$ cat config.mk
export PLATFORM = sky130hd
export DESIGN_NAME = controlador_entrada_saida_flat
export DESIGN_NICKNAME = d
export VERILOG_FILES = /design/src/rtl/controlador_entrada_saida_if.sv /design/src/rtl/controlador_entrada_saida.sv /design/src/flat_wrapper.sv
export SDC_FILE = /design/constraint.sdc
export NUM_CORES = 1
export LEC_CHECK = 0
export ABC_AREA = 1
export CORE_UTILIZATION = 30
export DETAILED_ROUTE_END_ITERATION = 10
export GPL_TIMING_DRIVEN = 0
export PLACE_DENSITY_LB_ADDON = 0.3
export SETUP_SLACK_MARGIN = 0.4
export SKIP_LAST_GASP = 1
export SYNTH_ARGS = -nofsm -noshare
export SYNTH_HDL_FRONTEND = slang
export SYNTH_SLANG_ARGS = --single-unit
$ cat constraint.sdc
create_clock -name clock -period 1.6 [get_ports clock]
set_input_delay 0.32 -clock clock [delete_from_list [all_inputs] [get_ports clock]]
set_output_delay 0.32 -clock clock [all_outputs]
set_load 0.05 [all_outputs]
$ cat src/rtl/controlador_entrada_saida_if.sv
// Bundle of control-unit strobes, board I/O and core-facing results for the in/out/hlt
// sequencer. The master side is the core plus board; the slave side is the controller.
interface controlador_entrada_saida_if #(
  parameter int unsigned DATA_W = 32,
  parameter int unsigned SW_W   = 16
);
  logic              in_req;
  logic              out_req;
  logic              hlt;
  logic [DATA_W-1:0] out_data;
  logic [SW_W-1:0]   switches;
  logic              btn_confirm;

  logic              stall;
  logic [DATA_W-1:0] in_data;
  logic              in_valid;
  logic [DATA_W-1:0] display;
  logic              waiting_input;
  logic              halted;

  modport master (
    output in_req,
    output out_req,
    output hlt,
    output out_data,
    output switches,
    output btn_confirm,
    input  stall,
    input  in_data,
    input  in_valid,
    input  display,
    input  waiting_input,
    input  halted
  );

  modport slave (
    input  in_req,
    input  out_req,
    input  hlt,
    input  out_data,
    input  switches,
    input  btn_confirm,
    output stall,
    output in_data,
    output in_valid,
    output display,
    output waiting_input,
    output halted
  );
endinterface

$ cat src/rtl/controlador_entrada_saida.sv
// Sequencer for the in/out/hlt instructions: stalls the core while an `in` waits for a
// synchronized, debounced confirm press, latches `out` values and freezes the core on `hlt`.
module controlador_entrada_saida #(
  parameter int unsigned DATA_W     = 32,
  parameter int unsigned SW_W       = 16,
  parameter int unsigned DEB_CYCLES = 4
) (
  input logic                        clock,
  input logic                        reset,
  controlador_entrada_saida_if.slave bus_io
);

  localparam int unsigned CntW = (DEB_CYCLES > 1) ? $clog2(DEB_CYCLES) : 1;
  localparam logic [CntW-1:0] CntLast = CntW'(DEB_CYCLES - 1);

  localparam logic [2:0] StIdle        = 3'd0;
  localparam logic [2:0] StWaitRelease = 3'd1;
  localparam logic [2:0] StWaitPress   = 3'd2;
  localparam logic [2:0] StDebounce    = 3'd3;
  localparam logic [2:0] StDone        = 3'd4;
  localparam logic [2:0] StHalt        = 3'd5;

  if (SW_W > DATA_W) begin : gen_bad_sw_w
    $error("SW_W must not exceed DATA_W");
  end
  if (DEB_CYCLES < 1) begin : gen_bad_deb
    $error("DEB_CYCLES must be at least 1");
  end

  logic [2:0]        state_q, state_d;
  logic [CntW-1:0]   cnt_q, cnt_d;
  logic              btn_meta_q;
  logic              btn_s_q;
  logic [DATA_W-1:0] in_data_q, in_data_d;
  logic [DATA_W-1:0] display_q, display_d;

  always_ff @(posedge clock) begin
    if (reset) begin
      state_q    <= StIdle;
      cnt_q      <= '0;
      btn_meta_q <= 1'b0;
      btn_s_q    <= 1'b0;
      in_data_q  <= '0;
      display_q  <= '0;
    end else begin
      state_q    <= state_d;
      cnt_q      <= cnt_d;
      btn_meta_q <= bus_io.btn_confirm;
      btn_s_q    <= btn_meta_q;
      in_data_q  <= in_data_d;
      display_q  <= display_d;
    end
  end

  always_comb begin
    state_d   = state_q;
    cnt_d     = cnt_q;
    in_data_d = in_data_q;
    display_d = display_q;
    case (state_q)
      StIdle: begin
        if (bus_io.hlt) begin
          state_d = StHalt;
        end else if (bus_io.in_req) begin
          state_d = StWaitRelease;
        end else if (bus_io.out_req) begin
          display_d = bus_io.out_data;
        end
      end
      // A button still held from the previous capture must be released first.
      StWaitRelease: begin
        if (!btn_s_q) begin
          state_d = StWaitPress;
        end
      end
      StWaitPress: begin
        if (btn_s_q) begin
          state_d = StDebounce;
          cnt_d   = '0;
        end
      end
      StDebounce: begin
        if (!btn_s_q) begin
          state_d = StWaitPress;
        end else if (cnt_q == CntLast) begin
          in_data_d = DATA_W'(bus_io.switches);
          state_d   = StDone;
        end else begin
          cnt_d = cnt_q + 1'b1;
        end
      end
      StDone: begin
        state_d = StIdle;
      end
      StHalt: begin
        state_d = StHalt;
      end
      default: begin
        state_d = StIdle;
      end
    endcase
  end

  always_comb begin
    bus_io.stall         = 1'b0;
    bus_io.waiting_input = 1'b0;
    bus_io.halted        = 1'b0;
    bus_io.in_valid      = 1'b0;
    case (state_q)
      // The issuing cycle of an `in` or `hlt` is already stalled.
      StIdle: bus_io.stall = bus_io.in_req | bus_io.hlt;
      StWaitRelease, StWaitPress, StDebounce: begin
        bus_io.stall         = 1'b1;
        bus_io.waiting_input = 1'b1;
      end
      StDone: bus_io.in_valid = 1'b1;
      StHalt: begin
        bus_io.stall  = 1'b1;
        bus_io.halted = 1'b1;
      end
      default: bus_io.stall = 1'b0;
    endcase
  end

  assign bus_io.in_data = in_data_q;
  assign bus_io.display = display_q;

  assert property (@(posedge clock) disable iff (reset) bus_io.in_valid |-> !bus_io.stall);
  assert property (@(posedge clock) disable iff (reset) bus_io.halted |=> bus_io.halted);

endmodule

$ cat src/flat_wrapper.sv
// flat-port wrapper written by rule: the top's interface ports become plain ports
module controlador_entrada_saida_flat 
#(
  parameter int unsigned DATA_W     = 32,
  parameter int unsigned SW_W       = 16,
  parameter int unsigned DEB_CYCLES = 4
)
  (clock, reset, bus_io_in_req, bus_io_out_req, bus_io_hlt, bus_io_out_data, bus_io_switches, bus_io_btn_confirm, bus_io_stall, bus_io_in_data, bus_io_in_valid, bus_io_display, bus_io_waiting_input, bus_io_halted);
  controlador_entrada_saida_if #(.DATA_W(DATA_W), .SW_W(SW_W)) bus_io_i ();
  input logic clock;
  input logic reset;
  input wire logic [$bits(bus_io_i.in_req)-1:0] bus_io_in_req;
  input wire logic [$bits(bus_io_i.out_req)-1:0] bus_io_out_req;
  input wire logic [$bits(bus_io_i.hlt)-1:0] bus_io_hlt;
  input wire logic [$bits(bus_io_i.out_data)-1:0] bus_io_out_data;
  input wire logic [$bits(bus_io_i.switches)-1:0] bus_io_switches;
  input wire logic [$bits(bus_io_i.btn_confirm)-1:0] bus_io_btn_confirm;
  output wire logic [$bits(bus_io_i.stall)-1:0] bus_io_stall;
  output wire logic [$bits(bus_io_i.in_data)-1:0] bus_io_in_data;
  output wire logic [$bits(bus_io_i.in_valid)-1:0] bus_io_in_valid;
  output wire logic [$bits(bus_io_i.display)-1:0] bus_io_display;
  output wire logic [$bits(bus_io_i.waiting_input)-1:0] bus_io_waiting_input;
  output wire logic [$bits(bus_io_i.halted)-1:0] bus_io_halted;
  assign bus_io_i.in_req = bus_io_in_req;
  assign bus_io_i.out_req = bus_io_out_req;
  assign bus_io_i.hlt = bus_io_hlt;
  assign bus_io_i.out_data = bus_io_out_data;
  assign bus_io_i.switches = bus_io_switches;
  assign bus_io_i.btn_confirm = bus_io_btn_confirm;
  assign bus_io_stall = bus_io_i.stall;
  assign bus_io_in_data = bus_io_i.in_data;
  assign bus_io_in_valid = bus_io_i.in_valid;
  assign bus_io_display = bus_io_i.display;
  assign bus_io_waiting_input = bus_io_i.waiting_input;
  assign bus_io_halted = bus_io_i.halted;
  controlador_entrada_saida #(.DATA_W(DATA_W), .SW_W(SW_W), .DEB_CYCLES(DEB_CYCLES)) u_core (.clock(clock), .reset(reset), .bus_io(bus_io_i));
endmodule
==> metrics list <==
- The run finished with clean final reports.
- After clock tree synthesis, the clock-pin slew on the worst setup and hold paths is 100 ps.
- In this run the register-to-register setup slack is 200 ps.
- Maximum vdd drop: approximately 0.47 mV
- Setup violations remaining at the end of the flow were counted as 0.
- Setup repair after global routing missed its margin: yes
- Crit Reg-Reg Endpoint: u_core.bus_io.in_data[6]$_SDFFE_PP0P_
- Die width: 92.6 µm
- The worst path needs 1540 ps of the cycle, external delays included.
- Across the run, the number of max-cap violations was 0.
- DR vias/cell: 4.61
- H-tree levels: 2
- The largest single stage delay on the critical path is 410 ps.
* Launching point of the worst reg2reg path: u_core.state_q[1]$_SDFFE_PP0P_
- The initial antenna violation count came to 0.
- The via count of the first global-routing pass came to 2380.
- The later pin in the worst-skew pair is clocked with a latency of roughly 300 ps.
* Number of library cell types mapped by synthesis: 24
- The number of clock buffers added by TritonCTS is 5.
- Number of hold violations in the final report: 0
- Int Power: 0.00307 W
- Post-layout nets: approximately 500
- Library cell contributing the largest single delay on the critical path: sky130_fd_sc_hd__dfxtp_4
- Clock Tree Root: sky130_fd_sc_hd__clkbuf_8
* Critical hold path startpoint: u_core.btn_meta_q$_SDFF_PP0_
- STA classifies the critical path startpoint as a register.
* Critical path data required time: 1280 ps
- Share of power burned in combinational logic: 0.498
- Final worst slack: 64.2 ps
- Number of pins exceeding their max-slew limit in the final report: 0
- Wires add up to ~7000 µm.
- Gate family responsible for the most delay along the worst path: flip-flops
- The filler cells instantiated in the layout total 721.
- Dividing the final minimum period by the clock period gives 0.960.
- Commonest cells after routing, fill and taps aside: sky130_fd_sc_hd__buf_6 (67), sky130_fd_sc_hd__nand2_1 (60), sky130_fd_sc_hd__clkdlybuf4s50_1 (49)
* Full die area: about 8600 µm²
- Data arrives at the worst endpoint at 1220 ps.
- TritonCTS built the clock tree.
* Hold Crit Depth: 2
* Ports placed on the boundary: 122
* Gr usage total: 0.159
* Final GP Congestion: ~0.8
- Layout Skew: roughly 8.4 ps
* Proportion of power drawn by flip-flops and latches: 0.316
- The detailed router placed 2589 vias in this run.
* Effective utilization at floorplan: 0.314
- The critical path is of the reg -> out type.
- The analysis attributes to net switching a power of just under 0.002 W.
- For hold timing, the worst endpoint is u_core.btn_s_q$_SDFF_PP0_.
- Class of the worst hold path: reg -> reg
- Core area: 7850 µm²
- Die span in y: 92.6 µm
* Largest fanout of any net on the critical path: 5
* Least-Margin Pin Slew: 674 ps
- Combined flip-flop and latch cell area: 1130 µm²
* Post-detail-place hpwl: 4650 µm
- The pre-antenna-repair detailed-routing pass consisted of 4 iterations.
* Area growth from synthesis to layout: 78.5%
* Critical path capture point type: output pin
* Commonest non-fill, non-tap cell in the layout: sky130_fd_sc_hd__buf_6
* Multi-input combinational cell area: 1250 µm²
- Clock network power share: 0.186
- Drt initial violations: 112
* Power per cell area: 1140 nW/µm²
- The count of nets left with antenna violations once routing finished came out at 0.
- Prior to clock tree synthesis, the placed netlist has a worst setup slack of -872 ps.
- Of the cells placed in the final design, the portion with a size suffix greater than 1 is 0.420.
* Mapped cell area: 2460 µm²
- Of the total power, the share spent switching nets is 0.387.
- Dividing the detail-routed wire length by the instance count gives 12.7 µm.
- Measured against its own limit, the worst slew margin works out to 0.550.
- The critical path contains buffers and inverters numbering 3 combined.
* Leak: 1.79 nW
- Cell Rows: 32
- Worst hold margin: 406 ps
- Highest attainable clock frequency: 651 MHz
* Syn avg cell area: 8.12 µm²
* List of cells traversed by the critical path: inv_8 > o21ai_2 > nand2_2 > clkinvlp_4 > buf_8
- Number of cells produced by synthesis: 303
* Number of remaining DRC errors: 0
- The clock drives 55 sinks.
- In this run the deepest clock path goes through 2 buffers.
- Number of cell instances on the worst register-to-register path: 10
- The total overflow left after global routing is 0.
* Total inserted antenna cells: 0
- Maximum number of pins on one net before global-route repair: 18
- Warning count from the yosys run: 0
- Sequential element share of the synthesized area: 0.447
* Flip-flop and latch count after synthesis: 55
- In this run the tool buffered the top-level ports with 103 buffer cells.
- Wire length of the first global-routing pass: around 11000 µm
stage by stage:
step | instance area [µm²] | cells | util | power (W) | TNS [ps]
final | 4390 | 561 | 0.560 | 0.00500 | 0
after global routing | 4390 | 561 | 0.560 | 0.00525 | -2.16
after CTS | 4060 | 553 | 0.518 | 0.00469 | 0
after detailed placement | 3710 | 523 | 0.473 | 0.00335 | -3360
after global placement | 3710 | 523 | 0.473 | 0.00334 | -2680
after floorplan | 2560 | 318 | - | 0.00286 | 0
sequential cells by signal, indices dropped and copies added, names as in the netlist:
name,cells
u_core.bus_io.display,32
u_core.state_q,3
u_core.cnt_q,2
u_core.btn_meta_q,1
u_core.btn_s_q,1
u_core.bus_io.in_data,16
logic make-up (layout without fill, tap and decap cells):
group,count (synthesis),in the layout,synth area share
buffers and inverters,53,194,0.135
adders and majority gates,1,1,0.00508
AOI/OAI and AO/OA,54,54,0.127
DFF,55,55,0.447
and+or+nand+nor,139,139,0.285
other,1,16,0.00152
synthesized netlist by cell type:
master | number | area (µm²)
sky130_fd_sc_hd__o21ai_0 | 3 | 15.0
sky130_fd_sc_hd__nand2_2 | 11 | 68.8
sky130_fd_sc_hd__nor2_8 | 2 | 40.0
sky130_fd_sc_hd__buf_6 | 6 | 67.6
sky130_fd_sc_hd__buf_4 | 17 | 128
sky130_fd_sc_hd__nand4_1 | 32 | 200
sky130_fd_sc_hd__inv_2 | 1 | 3.75
sky130_fd_sc_hd__a21oi_1 | 39 | 195
sky130_fd_sc_hd__a21oi_2 | 10 | 87.6
sky130_fd_sc_hd__nand3_1 | 7 | 35.0
sky130_fd_sc_hd__conb_1 | 1 | 3.75
sky130_fd_sc_hd__a31oi_1 | 1 | 6.26
sky130_fd_sc_hd__o21a_1 | 1 | 7.51
sky130_fd_sc_hd__nor2_1 | 13 | 48.8
sky130_fd_sc_hd__ha_1 | 1 | 12.5
sky130_fd_sc_hd__clkbuf_1 | 9 | 33.8
sky130_fd_sc_hd__clkinv_2 | 1 | 5.00
sky130_fd_sc_hd__dfxtp_1 | 55 | 1100
sky130_fd_sc_hd__inv_1 | 13 | 48.8
sky130_fd_sc_hd__buf_12 | 1 | 20.0
sky130_fd_sc_hd__nand3_4 | 2 | 35.0
sky130_fd_sc_hd__nor2_2 | 1 | 6.26
sky130_fd_sc_hd__nand2_1 | 71 | 267
sky130_fd_sc_hd__buf_2 | 5 | 25.0
worst max-delay path by stage:
stage | startpoint | slack [ps] | cells past startpoint | to
global placement | bus_io_in_req | -860 | 7 | bus_io_stall
CTS | u_core.state_q[0]$_SDFFE_PP0P_ | 70 | 5 | bus_io_stall
detailed placement | bus_io_hlt | -870 | 7 | bus_io_stall
finish | u_core.state_q[0]$_SDFFE_PP0P_ | 60 | 5 | bus_io_stall
floorplan | bus_io_in_req | 260 | 5 | bus_io_stall
global route | u_core.state_q[0]$_SDFFE_PP0P_ | -2 | 5 | bus_io_stall
layer usage:
layer  vias to the layer above  share of wire  global-route usage
met5                         -              0                   0
met4                         0         0.0064              0.0417
met3                         4          0.084              0.0476
met2                       101           0.50               0.264
met1                      1194           0.41               0.201
li1                       1290              -                   -
tightest hold or removal path, stage by stage, from the launching register on:
cell,delay [ps]
sky130_fd_sc_hd__dfxtp_1,310
sky130_fd_sc_hd__inv_1,40
sky130_fd_sc_hd__nor2_1,30
timing repair:
item	CTS	global route
hold buffers	0	0
setup endpoints to repair	105	102
cloned	2	0
buffers inserted	20	8
pin swaps	14	10
resized for setup	364	78
area by class of cell:
class | instances | share of cell area
Tap cell | 102 | 0.0290
Clock inverter | 3 | 0.00997
Buffer | 38 | 0.0661
Sequential cell | 55 | 0.256
Timing Repair Buffer | 133 | 0.322
Clock buffer | 5 | 0.0157
Multi-Input combinational cell | 210 | 0.284
Inverter | 15 | 0.0174
power by group through the flow:
| stage | registers [W] | logic, W | clock network, W |
|---|---|---|---|
| after floorplan | 0.00174 | 0.00111 | 0 |
| after CTS | 0.00156 | 0.00216 | 0.000962 |
| after detailed placement | 0.00157 | 0.00178 | 0 |
| final | 0.00158 | 0.00249 | 0.000929 |
| after global routing | 0.00159 | 0.00263 | 0.00102 |
| after global placement | 0.00157 | 0.00177 | 0 |
Note: power is estimated with default switching activity, not from simulation.
